## config.mk

```make
export PLATFORM = sky130hd
export DESIGN_NAME = irq_ctrl
export DESIGN_NICKNAME = d
export VERILOG_FILES = /design/src/rtl/irq_pkg.sv /design/src/rtl/irq_edge_latch.sv /design/src/rtl/irq_ctrl.sv
export SDC_FILE = /design/constraint.sdc
export NUM_CORES = 1
export LEC_CHECK = 0
export CAP_MARGIN = 20
export CORE_MARGIN = 3
export CORE_UTILIZATION = 50
export DETAILED_ROUTE_END_ITERATION = 12
export PLACE_DENSITY = 0.83
export SLEW_MARGIN = 20
export SYNTH_ARGS = -nofsm -noshare
export SYNTH_HDL_FRONTEND = slang
export SYNTH_HIERARCHICAL = 1
export SYNTH_SLANG_ARGS = --single-unit
```

## constraint.sdc

```tcl
create_clock -name clk -period 2.7 [get_ports clk]
set_input_delay 0.405 -clock clk [delete_from_list [all_inputs] [get_ports clk]]
set_output_delay 0.405 -clock clk [all_outputs]
set_load 0.01 [all_outputs]
```

## src/rtl/irq_pkg.sv

```systemverilog
// irq_pkg: shared definitions for the machine-mode interrupt sequencer.
// Holds the CSR addresses, interrupt cause codes, bit positions within
// mstatus/mie/mip, the sequencer state type and the trap vector helper.
package irq_pkg;

  localparam logic [11:0] CSR_MSTATUS = 12'h300;
  localparam logic [11:0] CSR_MIE     = 12'h304;
  localparam logic [11:0] CSR_MTVEC   = 12'h305;
  localparam logic [11:0] CSR_MEPC    = 12'h341;
  localparam logic [11:0] CSR_MCAUSE  = 12'h342;
  localparam logic [11:0] CSR_MIP     = 12'h344;

  localparam logic [3:0] CAUSE_MTI = 4'd7;
  localparam logic [3:0] CAUSE_MEI = 4'd11;

  localparam int MSTATUS_MIE_BIT  = 3;
  localparam int MSTATUS_MPIE_BIT = 7;
  localparam int MTI_BIT          = 7;
  localparam int MEI_BIT          = 11;

  typedef enum logic [1:0] {
    IDLE,
    ARMED,
    HANDLER
  } irq_state_e;

  // Trap target: the aligned mtvec base, offset by 4*code in vectored mode.
  function automatic logic [31:0] trap_vector(input logic [31:0] mtvec,
                                              input logic [3:0]  code);
    logic [31:0] base;
    base = {mtvec[31:2], 2'b00};
    if (mtvec[1:0] == 2'b01) begin
      base = base + {26'd0, code, 2'b00};
    end
    return base;
  endfunction

endpackage

```

## src/rtl/irq_edge_latch.sv

```systemverilog
// irq_edge_latch: rising-edge detector with a sticky pending bit.
// Ports:
//   clk, reset : rising-edge clock, synchronous active-high reset
//   line       : raw level interrupt line
//   clr        : clear request for the pending bit (a set in the same cycle wins)
//   pending    : sticky pending flag
module irq_edge_latch (
  input  logic clk,
  input  logic reset,
  input  logic line,
  input  logic clr,
  output logic pending
);

  logic sync_q, sync_d;
  logic prev_q, prev_d;
  logic seen_q, seen_d;
  logic pend_q, pend_d;

  // On the first edge after reset the previous-sample register is loaded with
  // the live line, so a line already high when reset drops is not an edge.
  always_comb begin
    sync_d = line;
    prev_d = seen_q ? sync_q : line;
    seen_d = 1'b1;
    pend_d = (pend_q & ~clr) | (sync_q & ~prev_q);
  end

  always_ff @(posedge clk) begin
    if (reset) begin
      sync_q <= 1'b0;
      prev_q <= 1'b0;
      seen_q <= 1'b0;
      pend_q <= 1'b0;
    end else begin
      sync_q <= sync_d;
      prev_q <= prev_d;
      seen_q <= seen_d;
      pend_q <= pend_d;
    end
  end

  assign pending = pend_q;

endmodule

```

## src/rtl/irq_ctrl.sv

```systemverilog
// irq_ctrl: machine-mode interrupt and trap sequencer for the single-cycle
// datapath. Owns mstatus.MIE/MPIE, mie, mip, mtvec, mepc and mcause, picks the
// instruction boundary on which an interrupt is taken and supplies the PC
// redirect for trap entry and mret.
// Ports:
//   clk, reset          : rising-edge clock, synchronous active-high reset
//   MTI, EI             : timer / external interrupt lines (level)
//   commit, pc_next     : instruction retires this cycle, its fall-through PC
//   mret                : committing instruction is mret
//   csr_we, csr_addr,
//   csr_wdata           : CSR write port (data already resolved)
//   csr_rdata           : combinational CSR read, unmapped reads 0
//   redirect,
//   redirect_pc         : PC override for this edge (trap vector or mepc)
//   trap_take           : an interrupt is taken this cycle
module irq_ctrl
  import irq_pkg::*;
#(
  parameter logic [31:0] RESET_MTVEC = 32'h0000_0000
) (
  input  logic        clk,
  input  logic        reset,
  input  logic        MTI,
  input  logic        EI,
  input  logic        commit,
  input  logic [31:0] pc_next,
  input  logic        mret,
  input  logic        csr_we,
  input  logic [11:0] csr_addr,
  input  logic [31:0] csr_wdata,
  output logic [31:0] csr_rdata,
  output logic        redirect,
  output logic [31:0] redirect_pc,
  output logic        trap_take
);

  irq_state_e  state_q, state_d;
  logic        mie_q, mie_d;
  logic        mpie_q, mpie_d;
  logic        mtie_q, mtie_d;
  logic        meie_q, meie_d;
  logic [31:0] mtvec_q, mtvec_d;
  logic [31:0] mepc_q, mepc_d;
  logic [31:0] mcause_q, mcause_d;

  logic        mtip, meip;
  logic        mti_en, mei_en, eligible, take, mret_fire, win_mei;
  logic [3:0]  win_code;

  irq_edge_latch u_mti_latch (
    .clk     (clk),
    .reset   (reset),
    .line    (MTI),
    .clr     (take & ~win_mei),
    .pending (mtip)
  );

  irq_edge_latch u_mei_latch (
    .clk     (clk),
    .reset   (reset),
    .line    (EI),
    .clr     (take & win_mei),
    .pending (meip)
  );

  // Eligibility and priority; the handler state blocks all traps (no nesting).
  assign mti_en    = mtip & mtie_q;
  assign mei_en    = meip & meie_q;
  assign eligible  = (mti_en | mei_en) & mie_q & (state_q != HANDLER);
  assign win_mei   = mei_en;
  assign win_code  = win_mei ? CAUSE_MEI : CAUSE_MTI;
  assign mret_fire = commit & mret;
  assign take      = (state_q == ARMED) & commit & ~mret & eligible;

  // CSR next-state: software writes first, then trap entry / mret override
  // mstatus, mepc and mcause. mie and mtvec writes are never overridden.
  always_comb begin
    mie_d    = mie_q;
    mpie_d   = mpie_q;
    mtie_d   = mtie_q;
    meie_d   = meie_q;
    mtvec_d  = mtvec_q;
    mepc_d   = mepc_q;
    mcause_d = mcause_q;
    if (csr_we) begin
      unique case (csr_addr)
        CSR_MSTATUS: begin
          mie_d  = csr_wdata[MSTATUS_MIE_BIT];
          mpie_d = csr_wdata[MSTATUS_MPIE_BIT];
        end
        CSR_MIE: begin
          mtie_d = csr_wdata[MTI_BIT];
          meie_d = csr_wdata[MEI_BIT];
        end
        CSR_MTVEC:  mtvec_d  = (csr_wdata[1:0] == 2'b01) ? csr_wdata
                                                         : {csr_wdata[31:2], 2'b00};
        CSR_MEPC:   mepc_d   = csr_wdata & 32'hFFFF_FFFC;
        CSR_MCAUSE: mcause_d = csr_wdata;
        default: ;
      endcase
    end
    if (take) begin
      mepc_d   = pc_next & 32'hFFFF_FFFC;
      mcause_d = {1'b1, 27'd0, win_code};
      mpie_d   = mie_q;
      mie_d    = 1'b0;
    end else if (mret_fire) begin
      mie_d  = mpie_q;
      mpie_d = 1'b1;
    end
  end

  // Sequencer: wait for an eligible cause, take it on the next non-mret
  // commit, and stay in the handler until its mret.
  always_comb begin
    state_d = state_q;
    unique case (state_q)
      IDLE:    if (eligible) state_d = ARMED;
      ARMED: begin
        if (take)           state_d = HANDLER;
        else if (!eligible) state_d = IDLE;
      end
      HANDLER: if (mret_fire) state_d = IDLE;
      default: state_d = IDLE;
    endcase
  end

  always_ff @(posedge clk) begin
    if (reset) begin
      state_q  <= IDLE;
      mie_q    <= 1'b0;
      mpie_q   <= 1'b0;
      mtie_q   <= 1'b0;
      meie_q   <= 1'b0;
      mtvec_q  <= RESET_MTVEC;
      mepc_q   <= 32'd0;
      mcause_q <= 32'd0;
    end else begin
      state_q  <= state_d;
      mie_q    <= mie_d;
      mpie_q   <= mpie_d;
      mtie_q   <= mtie_d;
      meie_q   <= meie_d;
      mtvec_q  <= mtvec_d;
      mepc_q   <= mepc_d;
      mcause_q <= mcause_d;
    end
  end

  // Outputs are held quiet while reset is asserted.
  always_comb begin
    csr_rdata = 32'd0;
    if (!reset) begin
      unique case (csr_addr)
        CSR_MSTATUS: begin
          csr_rdata[MSTATUS_MIE_BIT]  = mie_q;
          csr_rdata[MSTATUS_MPIE_BIT] = mpie_q;
        end
        CSR_MIE: begin
          csr_rdata[MTI_BIT] = mtie_q;
          csr_rdata[MEI_BIT] = meie_q;
        end
        CSR_MTVEC:  csr_rdata = mtvec_q;
        CSR_MEPC:   csr_rdata = mepc_q;
        CSR_MCAUSE: csr_rdata = mcause_q;
        CSR_MIP: begin
          csr_rdata[MTI_BIT] = mtip;
          csr_rdata[MEI_BIT] = meip;
        end
        default: ;
      endcase
    end
  end

  assign trap_take   = take & ~reset;
  assign redirect    = (take | mret_fire) & ~reset;
  assign redirect_pc = take ? trap_vector(mtvec_q, win_code) : mepc_q;

endmodule
```

==> results.yml <==
clock_tree:
  ctsHtreeMaxLevel: 3
  cts_root_buffer: "clkbuf_16"
  path_clk_slew_ns: 0.07
  numCtsBuffers: 9
  clock-sinks: 108
  cts_tree: "built"
  hold_buffers: 0
  clk_latency_ns: 0.35
  clk_path_buf_depth: 2
global_routing:
  grt_pass1_vias: 6782
  antenna_found_initial: 0
  grt_max_degree: 49
  grt.overflow.total: 0
  grt_pass1_wl_um: 33700
  grtUsageTotal: 0.323
pwr:
  p_per_area_nw_per_um2: 402
  p_leak_uw: 0.00311
  ir_worst_vdd_uv: 364
synthesis:
  synth.ff_latch_count: 108
  synth.distinct_cells: 49
  async_reset_ff_frac: 0
  synth_top_area_frac: 0.374
  synthCells: 789
  synth_top_flop_cell: "dfxtp_1"
  yosys-top-cells-count: "nand2_1, dfxtp_1, nor2_1, a21oi_1, clkbuf_1"
  ys_warn_count: 6
  post-synth-top-count-cell: "nand2_1"
  syn_area_um2: 5780
  synthTopCellsByArea: "dfxtp_1, nand2_1, a21oi_1"
  synth.largest_area_cell: "dfxtp_1"
  ys_seq_area_frac: 0.374
  synth-edff-count: 0
  postSynthAreaPerCell_um2: 7.32
setup_path:
  slowest_stage: "or4_4"
  worstPathCellList: "buf_6 -> or4_4 -> buf_6 -> nor4_4 -> buf_4 -> buf_12 -> buf_12 -> a222oi_1 -> nor2_1 -> buf_2"
  end_kind: "output port"
  path_max_fanout: 5
  reg2reg_from: "state_q[0]$_SDFFE_PP0P_"
  startpoint_type: "input port"
  crit_type: "input port to output port"
  worstPathArrival_ns: 2.32
  worstPathRequired_ns: 2.30
  rr_worst_depth: 7
  max_stage_delay_ns: 0.54
  reg2reg_slack_ns: 0.48
  r2r_end: "mepc_q[29]$_SDFFE_PP0P_"
run_status:
  violations: "negative setup slack"
  status: "finished, violations left"
timing:
  worst_pin_slew_ns: 0.552
  fmax_mhz: 367
  period_minus_slack_ns: 2.72
  rsz0062_at_grt: "yes"
  slew_headroom: 0.632
  setup_viol: 3
  finalMaxSlewViolations: 0
  min_period_over_period: 1.01
  skew_ns: 0.00547
  timing.final.ws_setup_ns: -0.0236
  final-hold-violation-count: 0
  fin_tns_setup_ns: -0.0380
final_layout:
  layout-drive-gt1-share: 0.181
  fin_cells: 1106
  diodes: 0
  final_nets: 1045
  fin_area_um2: 8210
  area_growth_syn_to_layout_pct: 42.1
hold_path:
  whs_path_depth: 2
  min-delay-start: "mcause_q[12]$_SDFFE_PP0P_"
  whs_endpoint: "mcause_q[12]$_SDFFE_PP0P_"
  hold_path_class: "flop to flop"
drt:
  drt_iter0_markers: 1025
  ant_nets: 0
  dr.pass1.iters: 9
  drc: 0
  drt-total-wl_um: 21300
  vias: 6869
  drt-wirelength-per-cell_um: 19.3
  viasPerCell: 6.21
die:
  die_y_um: 113
  rows: 38
  core_um2: 11100
  io_pins: 149
  dieArea_um2: 12900
  fp.dieW_um: 113
  initial_core_util: 0.521
placement:
  dpl_cell_area_um2: 7760
  port_buffers: 144
  dp_worst_setup_slack_ns: -0.615
  place.gp.congestion: 0.916
  dp_hpwl_um: 13800
  dp.cells: 1066
flow_run:
  max-cap-violations: 0
[final cells by class]
| class | count | area, um^2 |
|---|---|---|
| Multi-Input combinational cell | 603 | 3350 |
| Fill cell | 831 | 2870 |
| Sequential cell | 108 | 2170 |
| Timing Repair Buffer | 231 | 2150 |
| Clock buffer | 11 | 243 |
| Tap cell | 140 | 175 |
| Clock inverter | 5 | 85.1 |
| Inverter | 8 | 30.0 |
[cell families after synthesis]
| logic type | count (synthesis) | share of synthesized area |
|---|---|---|
| xor+xnor | 29 | 0.0440 |
| other cells | 1 | 0.000649 |
| buf+inv | 79 | 0.0572 |
| fa+ha+maj | 1 | 0.00217 |
| simple gates | 386 | 0.300 |
| compound gates | 177 | 0.207 |
| flops | 108 | 0.374 |
| mux | 8 | 0.0143 |
[flip-flops by register name, indices dropped and copies added, names as in the netlist]
register	count
meie_q	1
u_mti_latch/prev_q	1
mtie_q	1
mcause_q	32
u_mei_latch/pending	1
u_mei_latch/prev_q	1
mepc_q	30
u_mti_latch/seen_q	1
mpie_q	1
u_mei_latch/seen_q	1
mtvec_q	32
u_mti_latch/pending	1
u_mei_latch/sync_q	1
state_q	2
mie_q	1
u_mti_latch/sync_q	1
[worst max-delay path by stage]
| stage | startpoint | to | slack (ns) | depth (start not counted) |
|---|---|---|---|---|
| floorplan | csr_addr[3] | csr_rdata[3] | 0.27 | 5 |
| global placement | csr_addr[3] | csr_rdata[11] | -0.58 | 7 |
| detailed placement | csr_addr[3] | csr_rdata[11] | -0.61 | 7 |
| CTS | csr_addr[5] | csr_rdata[11] | 0.0004 | 10 |
| global route | csr_addr[5] | csr_rdata[12] | -0.11 | 10 |
| finish | csr_addr[5] | csr_rdata[12] | -0.02 | 10 |
[timing repair]
item | CTS | global route
endpoints found under the hold margin | 0 | 0
resized for setup | 178 | 63
buffers inserted | 19 | 6
pin swaps | 17 | 20
setup endpoints to repair | 64 | 52
cloned | 2 | 0
[critical path, delay by kind of cell]
| family | cells | cell delay (ns) |
|---|---|---|
| and+or+nand+nor | 3 | 0.99 |
| buffers and inverters | 6 | 0.82 |
| AOI/OAI and AO/OA | 1 | 0.08 |
[power breakdown]
part | switching [uW] | leakage [uW] | internal [uW]
clock network | 599 | 0.000156 | 843
logic | 110 | 0.00208 | 137
registers | 8.01 | 0.000874 | 1600
[per-stage QoR]
step / hold WS [ns] / power (uW) / util
floorplan: 0.431 / 1710 / -
detailed placement: 0.444 / 1880 / 0.700
CTS: 0.442 / 3290 / 0.740
finish: 0.455 / 3300 / 0.741
global route: 0.465 / 3370 / 0.741
global placement: 0.438 / 1870 / 0.700
[layout by cell type, fill, tap and decap left out, types with 6 or more instances in the layout]
master,instances
nand4_1,18
inv_1,8
buf_2,31
clkdlybuf4s50_1,73
nand2_1,228
a222oi_1,28
dlymetal6s2s_1,9
o21ai_0,23
buf_4,60
dfxtp_1,105
clkbuf_16,9
a311oi_1,32
mux2i_1,6
clkbuf_2,15
buf_12,17
nand3_1,14
a21oi_1,63
dlygate4sd2_1,12
a31oi_1,7
nor2_1,70
buf_6,8
and4_1,6
o21ai_1,8
nand2b_1,8
xor2_1,24
[routing by layer]
metal  part of all wire  global-route usage  vias to the layer above
met5                  0                   0                        -
li1                   -                   -                     3107
met1               0.38               0.399                     3204
met4              0.034               0.125                        0
met2               0.48               0.547                      483
met3               0.10              0.0748                       75
Power figures use the tool's default switching activity.
